===== src/rtl/pokemaze_pkg.sv =====
// Shared types for the game datapath.
// BCD digit helpers and score/timer FSM states.
package pokemaze_pkg;

  typedef enum logic [1:0] {
    IDLE,
    RUN,
    BONUS,
    EXPIRED
  } st_score_e;

  typedef logic [3:0] bcd_t;

  function automatic bcd_t bcd_inc(
    input  bcd_t d,
    output logic carry
  );
    if (d >= 4'd9) begin
      carry   = 1'b1;
      bcd_inc = 4'd0;
    end else begin
      carry   = 1'b0;
      bcd_inc = d + 4'd1;
    end
  endfunction

endpackage


===== src/rtl/score_timer_sync_edge.sv =====
// Two-flop synchroniser with a one-cycle
// rising-edge pulse on the synchronised level.
module sync_edge (
  input  logic Clk,
  input  logic Reset,
  input  logic d,
  output logic lvl,
  output logic rise
);

  logic [2:0] sh;

  // shift chain: two sync stages plus one history flop
  always_ff @(posedge Clk or posedge Reset) begin
    if (Reset) sh <= '0;
    else       sh <= {sh[1:0], d};
  end

  assign lvl  = sh[1];
  assign rise = sh[1] & ~sh[2];

endmodule


===== src/rtl/score_timer.sv =====
// Score keeper and per-level countdown timer
// feeding the HUD and the game FSM timeout flag.
module score_timer
  import pokemaze_pkg::*;
#(
  parameter int FRAMES_PER_SEC = 60,
  parameter int TIME_INIT      = 90,
  parameter int PTS_PER_CATCH  = 1,
  parameter int MAX_LEVEL      = 9
) (
  input  logic        Clk,
  input  logic        Reset,
  input  logic        frame_clk,
  input  logic        clr,
  input  logic        inc,
  input  logic        score_CU,
  input  logic        game_run,
  output logic [15:0] score_bcd,
  output logic [3:0]  level,
  output logic [7:0]  time_left,
  output logic        time_up,
  output logic        busy
);

  localparam int FW = $clog2(FRAMES_PER_SEC + 1);
  localparam logic [FW-1:0] F_LAST =
    FW'(FRAMES_PER_SEC - 1);
  localparam logic [7:0] TL_INIT =
    {4'(TIME_INIT / 10), 4'(TIME_INIT % 10)};
  localparam bcd_t PTS     = 4'(PTS_PER_CATCH);
  localparam logic [3:0] LVL_MAX = 4'(MAX_LEVEL);

  // Four-digit BCD add of one digit, saturating at 9999.
  function automatic logic [15:0] score_add(
    input logic [15:0] s,
    input bcd_t        k
  );
    logic [4:0] sum;
    logic [4:0] sum_m;
    logic       c;
    bcd_t       d0, d1, d2, d3;
    sum   = {1'b0, s[3:0]} + {1'b0, k};
    sum_m = sum - 5'd10;
    if (sum > 5'd9) begin
      d0 = sum_m[3:0];
      c  = 1'b1;
    end else begin
      d0 = sum[3:0];
      c  = 1'b0;
    end
    d1 = s[7:4];
    if (c) d1 = bcd_inc(s[7:4], c);
    d2 = s[11:8];
    if (c) d2 = bcd_inc(s[11:8], c);
    d3 = s[15:12];
    if (c) d3 = bcd_inc(s[15:12], c);
    if (c) score_add = 16'h9999;
    else   score_add = {d3, d2, d1, d0};
  endfunction

  // Two-digit BCD decrement; callers never pass 00.
  function automatic logic [7:0] tl_dec(
    input logic [7:0] t
  );
    if (t[3:0] == 4'd0)
      tl_dec = {t[7:4] - 4'd1, 4'd9};
    else
      tl_dec = {t[7:4], t[3:0] - 4'd1};
  endfunction

  logic frame_tick, catch_p, clr_s;
  logic frame_lvl_unused, catch_lvl_unused;
  logic clr_rise_unused;
  logic inc_q, lvl_p;

  sync_edge u_frame (
    .Clk   (Clk),
    .Reset (Reset),
    .d     (frame_clk),
    .lvl   (frame_lvl_unused),
    .rise  (frame_tick)
  );

  sync_edge u_catch (
    .Clk   (Clk),
    .Reset (Reset),
    .d     (score_CU),
    .lvl   (catch_lvl_unused),
    .rise  (catch_p)
  );

  sync_edge u_clr (
    .Clk   (Clk),
    .Reset (Reset),
    .d     (clr),
    .lvl   (clr_s),
    .rise  (clr_rise_unused)
  );

  // inc is already in the Clk domain; edge only
  assign lvl_p = inc & ~inc_q;

  st_score_e       state_q, state_n;
  logic [15:0]     score_n, bonus_sc;
  logic [3:0]      level_n;
  logic [7:0]      tl_n;
  logic [FW-1:0]   frame_q, frame_n;
  logic            time_up_n, busy_n;
  logic            pend_q, pend_n;

  // state and output registers
  always_ff @(posedge Clk or posedge Reset) begin
    if (Reset) begin
      state_q   <= IDLE;
      score_bcd <= '0;
      level     <= 4'd1;
      time_left <= TL_INIT;
      frame_q   <= '0;
      time_up   <= 1'b0;
      busy      <= 1'b0;
      pend_q    <= 1'b0;
      inc_q     <= 1'b0;
    end else begin
      state_q   <= state_n;
      score_bcd <= score_n;
      level     <= level_n;
      time_left <= tl_n;
      frame_q   <= frame_n;
      time_up   <= time_up_n;
      busy      <= busy_n;
      pend_q    <= pend_n;
      inc_q     <= inc;
    end
  end

  // next-state, score, timer and level update
  always_comb begin
    state_n   = state_q;
    score_n   = score_bcd;
    level_n   = level;
    tl_n      = time_left;
    frame_n   = frame_q;
    time_up_n = time_up;
    busy_n    = busy;
    pend_n    = pend_q;
    bonus_sc  = score_bcd;
    if (clr_s) begin
      state_n   = IDLE;
      score_n   = '0;
      level_n   = 4'd1;
      tl_n      = TL_INIT;
      frame_n   = '0;
      time_up_n = 1'b0;
      busy_n    = 1'b0;
      pend_n    = 1'b0;
    end else begin
      unique case (state_q)
        IDLE: begin
          if (catch_p)
            score_n = score_add(score_bcd, PTS);
          if (game_run) state_n = RUN;
        end
        RUN: begin
          if (catch_p)
            score_n = score_add(score_bcd, PTS);
          if (lvl_p) begin
            state_n = BONUS;
            busy_n  = 1'b1;
          end else if (!game_run) begin
            state_n = IDLE;
          end else if (frame_tick) begin
            if (frame_q == F_LAST) begin
              frame_n = '0;
              tl_n    = tl_dec(time_left);
              if (time_left == 8'h01) begin
                time_up_n = 1'b1;
                state_n   = EXPIRED;
              end
            end else begin
              frame_n = frame_q + 1'b1;
            end
          end
        end
        BONUS: begin
          busy_n = 1'b1;
          if (catch_p) pend_n = 1'b1;
          if (time_left > 8'h01) begin
            tl_n    = tl_dec(time_left);
            score_n = score_add(score_bcd, 4'd1);
          end else begin
            // last second and reload share a cycle
            if (time_left == 8'h01)
              bonus_sc = score_add(score_bcd, 4'd1);
            if (pend_q || catch_p)
              bonus_sc = score_add(bonus_sc, PTS);
            score_n = bonus_sc;
            pend_n  = 1'b0;
            tl_n    = TL_INIT;
            frame_n = '0;
            if (level < LVL_MAX)
              level_n = level + 4'd1;
            busy_n  = 1'b0;
            state_n = RUN;
          end
        end
        EXPIRED: begin
          time_up_n = 1'b1;
          if (lvl_p) begin
            state_n   = BONUS;
            busy_n    = 1'b1;
            time_up_n = 1'b0;
          end
        end
        default: state_n = IDLE;
      endcase
    end
  end

endmodule


===== config.mk =====
export PLATFORM = sky130hd
export DESIGN_NAME = score_timer
export DESIGN_NICKNAME = d
export VERILOG_FILES = /design/src/rtl/pokemaze_pkg.sv /design/src/rtl/score_timer_sync_edge.sv /design/src/rtl/score_timer.sv
export SDC_FILE = /design/constraint.sdc
export NUM_CORES = 1
export LEC_CHECK = 0
export CAP_MARGIN = 25
export CORE_MARGIN = 10
export CORE_UTILIZATION = 40
export CTS_BUF_LIST = sky130_fd_sc_hd__clkbuf_2 sky130_fd_sc_hd__clkbuf_4 sky130_fd_sc_hd__clkbuf_8
export DETAILED_ROUTE_END_ITERATION = 7
export GPL_TIMING_DRIVEN = 1
export HOLD_SLACK_MARGIN = 0.03
export PLACE_DENSITY_LB_ADDON = 0.12
export SETUP_SLACK_MARGIN = 0.1
export SYNTH_ARGS = -nofsm -noshare
export SYNTH_HDL_FRONTEND = slang
export SYNTH_SLANG_ARGS = --single-unit

===== constraint.sdc =====
create_clock -name Clk -period 10.43 [get_ports Clk]
set_input_delay 2.086 -clock Clk [delete_from_list [all_inputs] [get_ports Clk]]
set_output_delay 2.086 -clock Clk [all_outputs]
set_load 0.03 [all_outputs]

==> impl_metrics.prom <==
# TYPE chip_impl_metric gauge
chip_impl_metric{name="crit_fanout",unit=""} 12
chip_impl_metric{name="fin_worst_skew",unit="ns"} 0.01256
chip_impl_metric{name="dr_total_vias",unit=""} 3940
chip_impl_metric{name="grt_remaining_overflow",unit=""} 0
chip_impl_metric{name="die_y",unit="µm"} 123.6
chip_impl_info{name="path_cells",value="inv_1, ha_1, inv_1, ha_1, nor2b_1, o21bai_1, a211oi_2, mux2i_1, o31ai_1, inv_1, ha_1, inv_1, nor2_1, o31ai_1, nand3_2, and2_1, nor4_4, mux2i_1, a221o_1"} 1
chip_impl_metric{name="syn_area",unit="µm²"} 4292
chip_impl_metric{name="worst_relative_slew_slack",unit="%"} 42.35
chip_impl_metric{name="die_w",unit="µm"} 123.6
chip_impl_info{name="setup.worst_path.class",value="register to register"} 1
chip_impl_metric{name="insertion_delay",unit="ns"} 0.31
chip_impl_metric{name="number_of_flops_mapped_to_enable_cells_by_yosys",unit=""} 0
chip_impl_metric{name="period_needed",unit="ns"} 4.792
chip_impl_metric{name="drt_wl_total",unit="µm"} 11580
chip_impl_info{name="yosys.cell_count.top_type",value="nand2_1"} 1
chip_impl_metric{name="place_inst",unit=""} 668
chip_impl_metric{name="worstHoldPathCells",unit=""} 0
chip_impl_metric{name="post_cts_sizing",unit=""} 0
chip_impl_metric{name="worstPathArrival",unit="ns"} 4.99
chip_impl_metric{name="count_of_max_cap_constraint_violations",unit=""} 0
chip_impl_metric{name="worst_r2r_path_depth",unit=""} 19
chip_impl_info{name="setup.worst_path.end_class",value="register"} 1
chip_impl_metric{name="drc_errors",unit=""} 0
chip_impl_metric{name="max_clock_freq",unit="MHz"} 208.7
chip_impl_metric{name="detail-route-antenna-nets",unit=""} 0
chip_impl_info{name="highest-signal-layer",value="met4"} 1
chip_impl_info{name="leading_cell_types_by_count_after_synthesis",value="nand2_1, dfrtp_1, nor2_1, a21oi_1, o21ai_0"} 1
chip_impl_metric{name="numPortBuffers",unit=""} 36
chip_impl_metric{name="design.portCount",unit=""} 37
chip_impl_metric{name="final_net_count",unit=""} 580
chip_impl_metric{name="power_leakage",unit="nW"} 1.905
chip_impl_metric{name="cts_hold_buf",unit=""} 0
chip_impl_metric{name="cts-buffers-inserted",unit=""} 5
chip_impl_metric{name="cp.required",unit="ns"} 10.62
chip_impl_metric{name="layout.core_utilization",unit="%"} 46.44
chip_impl_metric{name="fin_crit_sh",unit="%"} 45.95
chip_impl_info{name="tritoncts",value="built"} 1
chip_impl_metric{name="htreeDepth",unit=""} 2
chip_impl_metric{name="cp_slowest_stage_delay",unit="ns"} 0.60
chip_impl_metric{name="postPlaceCellArea",unit="µm²"} 4720
chip_impl_metric{name="vdd_drop_max",unit="µV"} 97.95
chip_impl_info{name="run_status",value="complete, no violations"} 1
chip_impl_metric{name="postCtsSetupRepairBufs",unit=""} 0
chip_impl_metric{name="core_area",unit="µm²"} 10370
chip_impl_info{name="ys_dominant_reg_cell",value="dfrtp_1"} 1
chip_impl_info{name="holdPathEnd",value="u_clr.sh[1]$_DFF_PP0_"} 1
chip_impl_metric{name="tritoncts_num_sinks",unit=""} 48
chip_impl_metric{name="synth.yosys.warnings",unit=""} 0
chip_impl_metric{name="detailroute.wirelength.met3",unit="µm"} 613
chip_impl_metric{name="ys_seq_elements",unit=""} 48
chip_impl_info{name="r2r-start",value="score_bcd[0]$_DFFE_PP0P_"} 1
chip_impl_info{name="grt_setup_unrepaired",value="false"} 1
chip_impl_metric{name="clk_pin_slew",unit="ns"} 0.10
chip_impl_metric{name="grt_first_pass_wirelength",unit="µm"} 19220
chip_impl_info{name="cp_most_frequent_cell",value="inv_1"} 1
chip_impl_metric{name="starting_density",unit="%"} 41.39
chip_impl_metric{name="vias_in_the_first_global_route",unit=""} 3789
chip_impl_metric{name="syn-mean-instance-area",unit="µm²"} 8.317
chip_impl_metric{name="route.layer.met1.wl",unit="µm"} 5709
chip_impl_metric{name="dp.final_hpwl",unit="µm"} 8631
chip_impl_metric{name="final_cell_count_no_fill",unit=""} 676
chip_impl_metric{name="initialDrtViolationCount",unit=""} 297
chip_impl_metric{name="synthArstFlopShare",unit="%"} 100.0
chip_impl_info{name="yosys-top-cells-area",value="dfrtp_1, ha_1, a21oi_1, nand2_1, o21ai_0"} 1
chip_impl_metric{name="unique_cell_type_count_in_the_yosys_netlist",unit=""} 82
chip_impl_info{name="yosys.area.top_type",value="dfrtp_1"} 1
chip_impl_metric{name="cts.path.max_buffers",unit=""} 2
chip_impl_metric{name="drtPass1Iterations",unit=""} 5
chip_impl_metric{name="design_area",unit="µm²"} 4816
chip_impl_metric{name="antenna_violations_before_repair",unit=""} 0
chip_impl_metric{name="finalMaxSlewViolations",unit=""} 0
chip_impl_info{name="critical-path-top-delay-family",value="compound AO/OA/AOI/OAI gates"} 1
chip_impl_metric{name="placement_rows",unit=""} 37
chip_impl_metric{name="seq_area_frac_synth",unit="%"} 28.08
chip_impl_info{name="worst_r2r_endpoint",value="score_bcd[13]$_DFFE_PP0P_"} 1
chip_impl_info{name="ctsRootBufferMaster",value="clkbuf_8"} 1
chip_impl_info{name="hold_path_startpoint",value="u_clr.sh[0]$_DFF_PP0_"} 1
chip_impl_metric{name="filler_cell_count",unit=""} 1028
chip_impl_info{name="crit_path_top_delay_cell",value="dfrtp_1"} 1
chip_impl_metric{name="dr_wl_met2",unit="µm"} 5139
chip_impl_metric{name="postSynthNetCount",unit=""} 557
chip_impl_metric{name="finalHoldViolCount",unit=""} 0
chip_impl_metric{name="gp_congestion",unit=""} 0.8915
chip_impl_info{name="crit_path_start",value="score_bcd[0]$_DFFE_PP0P_"} 1
chip_impl_info{name="worst_min_path_class",value="register to register"} 1
chip_impl_info{name="critPathLaunchType",value="register"} 1
chip_impl_metric{name="via_per_inst",unit=""} 5.828
chip_impl_metric{name="layout-drive-gt1-share",unit="%"} 8.704
chip_impl_metric{name="fp.dieArea",unit="µm²"} 15270
chip_impl_metric{name="n_antenna_cell",unit=""} 0
chip_impl_metric{name="gr-usage-all-layers",unit="%"} 15.31
chip_impl_metric{name="route.detailed.wl_per_inst",unit="µm"} 17.14
chip_impl_metric{name="worstMarginPinSlew",unit="ns"} 0.8610
chip_impl_metric{name="fin_setup_tns",unit="ns"} 0
chip_impl_metric{name="timing.final.setup_violations",unit=""} 0
chip_impl_metric{name="pin_count_of_the_biggest_net_entering_global_routing",unit=""} 49
chip_impl_metric{name="layout-area-overhead-vs-synth",unit="%"} 12.22
chip_impl_metric{name="design_power_total",unit="W"} 0.001065
chip_impl_metric{name="cellPowerDensity",unit="nW/µm²"} 221.2
chip_impl_metric{name="rrSetupSlack",unit="ns"} 5.64
chip_impl_metric{name="netlist.area_leader.share",unit="%"} 26.24
chip_impl_metric{name="synthesis.instances",unit=""} 516
chip_impl_metric{name="worstPathBufferInverterCount",unit=""} 4
## registers in the layout (all words and copies together), names as in the netlist, 2 cells and up
name,count
score_bcd,16
u_catch.sh,3
frame_q,6
state_q,2
u_frame.sh,3
level,4
time_left,8
u_clr.sh,2
## cell usage in the layout (no fill, tap or decap), types with 3 or more instances in the layout
cell	count
ha_1	34
nor4_1	5
xor2_1	3
clkdlybuf4s50_1	36
o21ai_1	4
clkbuf_8	6
nand3_1	16
o21bai_1	6
xnor2_1	3
nor2b_1	7
a21oi_1	37
and3_1	3
a21o_1	5
a31oi_1	6
a32o_1	3
nor2_1	38
inv_1	33
o31ai_1	8
a211oi_1	7
o22ai_1	3
a221o_1	3
mux2i_1	6
o41ai_1	3
o211ai_1	3
dfrtp_1	45
a41oi_1	6
dfstp_2	3
nor4b_1	4
nor3_2	3
nand2b_1	15
or3_1	5
o31a_1	3
nor3_1	17
nand3b_1	3
o21ai_0	36
and2_1	8
o21ai_2	3
nand2_1	49
nor3b_1	4
## area by class of cell
type	count	area [µm²]	area share (%)
flip-flops and latches	48	1205	25.02
repair buffers	37	367.9	7.638
clock buffers	6	82.58	1.715
multi-input cells	413	2849	59.16
clock inverters	2	13.76	0.2858
inverters	34	127.6	2.650
well taps	136	170.2	3.533
## cell families (layout without fill, tap and decap cells)
| group | count (synthesis) | after routing | share of synthesized area, % |
|---|---|---|---|
| buffers and inverters | 55 | 79 | 5.539 |
| XOR/XNOR | 6 | 6 | 1.225 |
| flip-flops | 48 | 48 | 28.08 |
| multiplexers | 8 | 8 | 2.274 |
| adder cells (fa/ha/maj) | 34 | 34 | 9.913 |
| AO/OA/AOI/OAI | 166 | 166 | 26.79 |
| AND/OR/NAND/NOR | 199 | 199 | 26.18 |
## per-stage QoR
stage	hold slack, ns	worst slack [ns]
after global routing	0.3614	5.187
after detailed placement	0.3355	5.734
after floorplan	0.3312	6.112
after global placement	0.3347	5.814
after CTS	0.3577	5.709
final	0.3551	5.638
## worst register-to-register path: cells and delay by family, from the launching register on
kind	cells	cell delay, ns
and+or+nand+nor	5	1.07
buffers and inverters	4	0.45
AOI/OAI and AO/OA	5	1.48
DFF	1	0.60
muxes	2	0.30
adders and majority gates	3	0.77
## report_power, final
group / switching [W] / internal, W / total [W]
Sequential: 0.0000758 / 0.000230 / 0.000306
Combinational: 0.000388 / 0.000247 / 0.000635
Clock: 0.0000700 / 0.0000544 / 0.000124
## routing by layer
| layer | up-vias | track usage [%] |
|---|---|---|
| met1 | 1889 | 21.38 |
| met5 | - | 0 |
| met2 | 91 | 23.74 |
| li1 | 1950 | - |
| met3 | 10 | 3.077 |
| met4 | 0 | 3.639 |
## worst max path at each step
stage / to / slack, ns / depth (start not counted)
2_1_floorplan: score_bcd[13]$_DFFE_PP0P_ / 6.11 / 21
3_3_place_gp: score_bcd[13]$_DFFE_PP0P_ / 5.81 / 19
3_5_place_dp: score_bcd[3]$_DFFE_PP0P_ / 5.73 / 19
4_1_cts: score_bcd[3]$_DFFE_PP0P_ / 5.71 / 19
5_1_grt: score_bcd[4]$_DFFE_PP0P_ / 5.19 / 19
6_report: score_bcd[13]$_DFFE_PP0P_ / 5.64 / 19
Power figures use the tool's default switching activity.
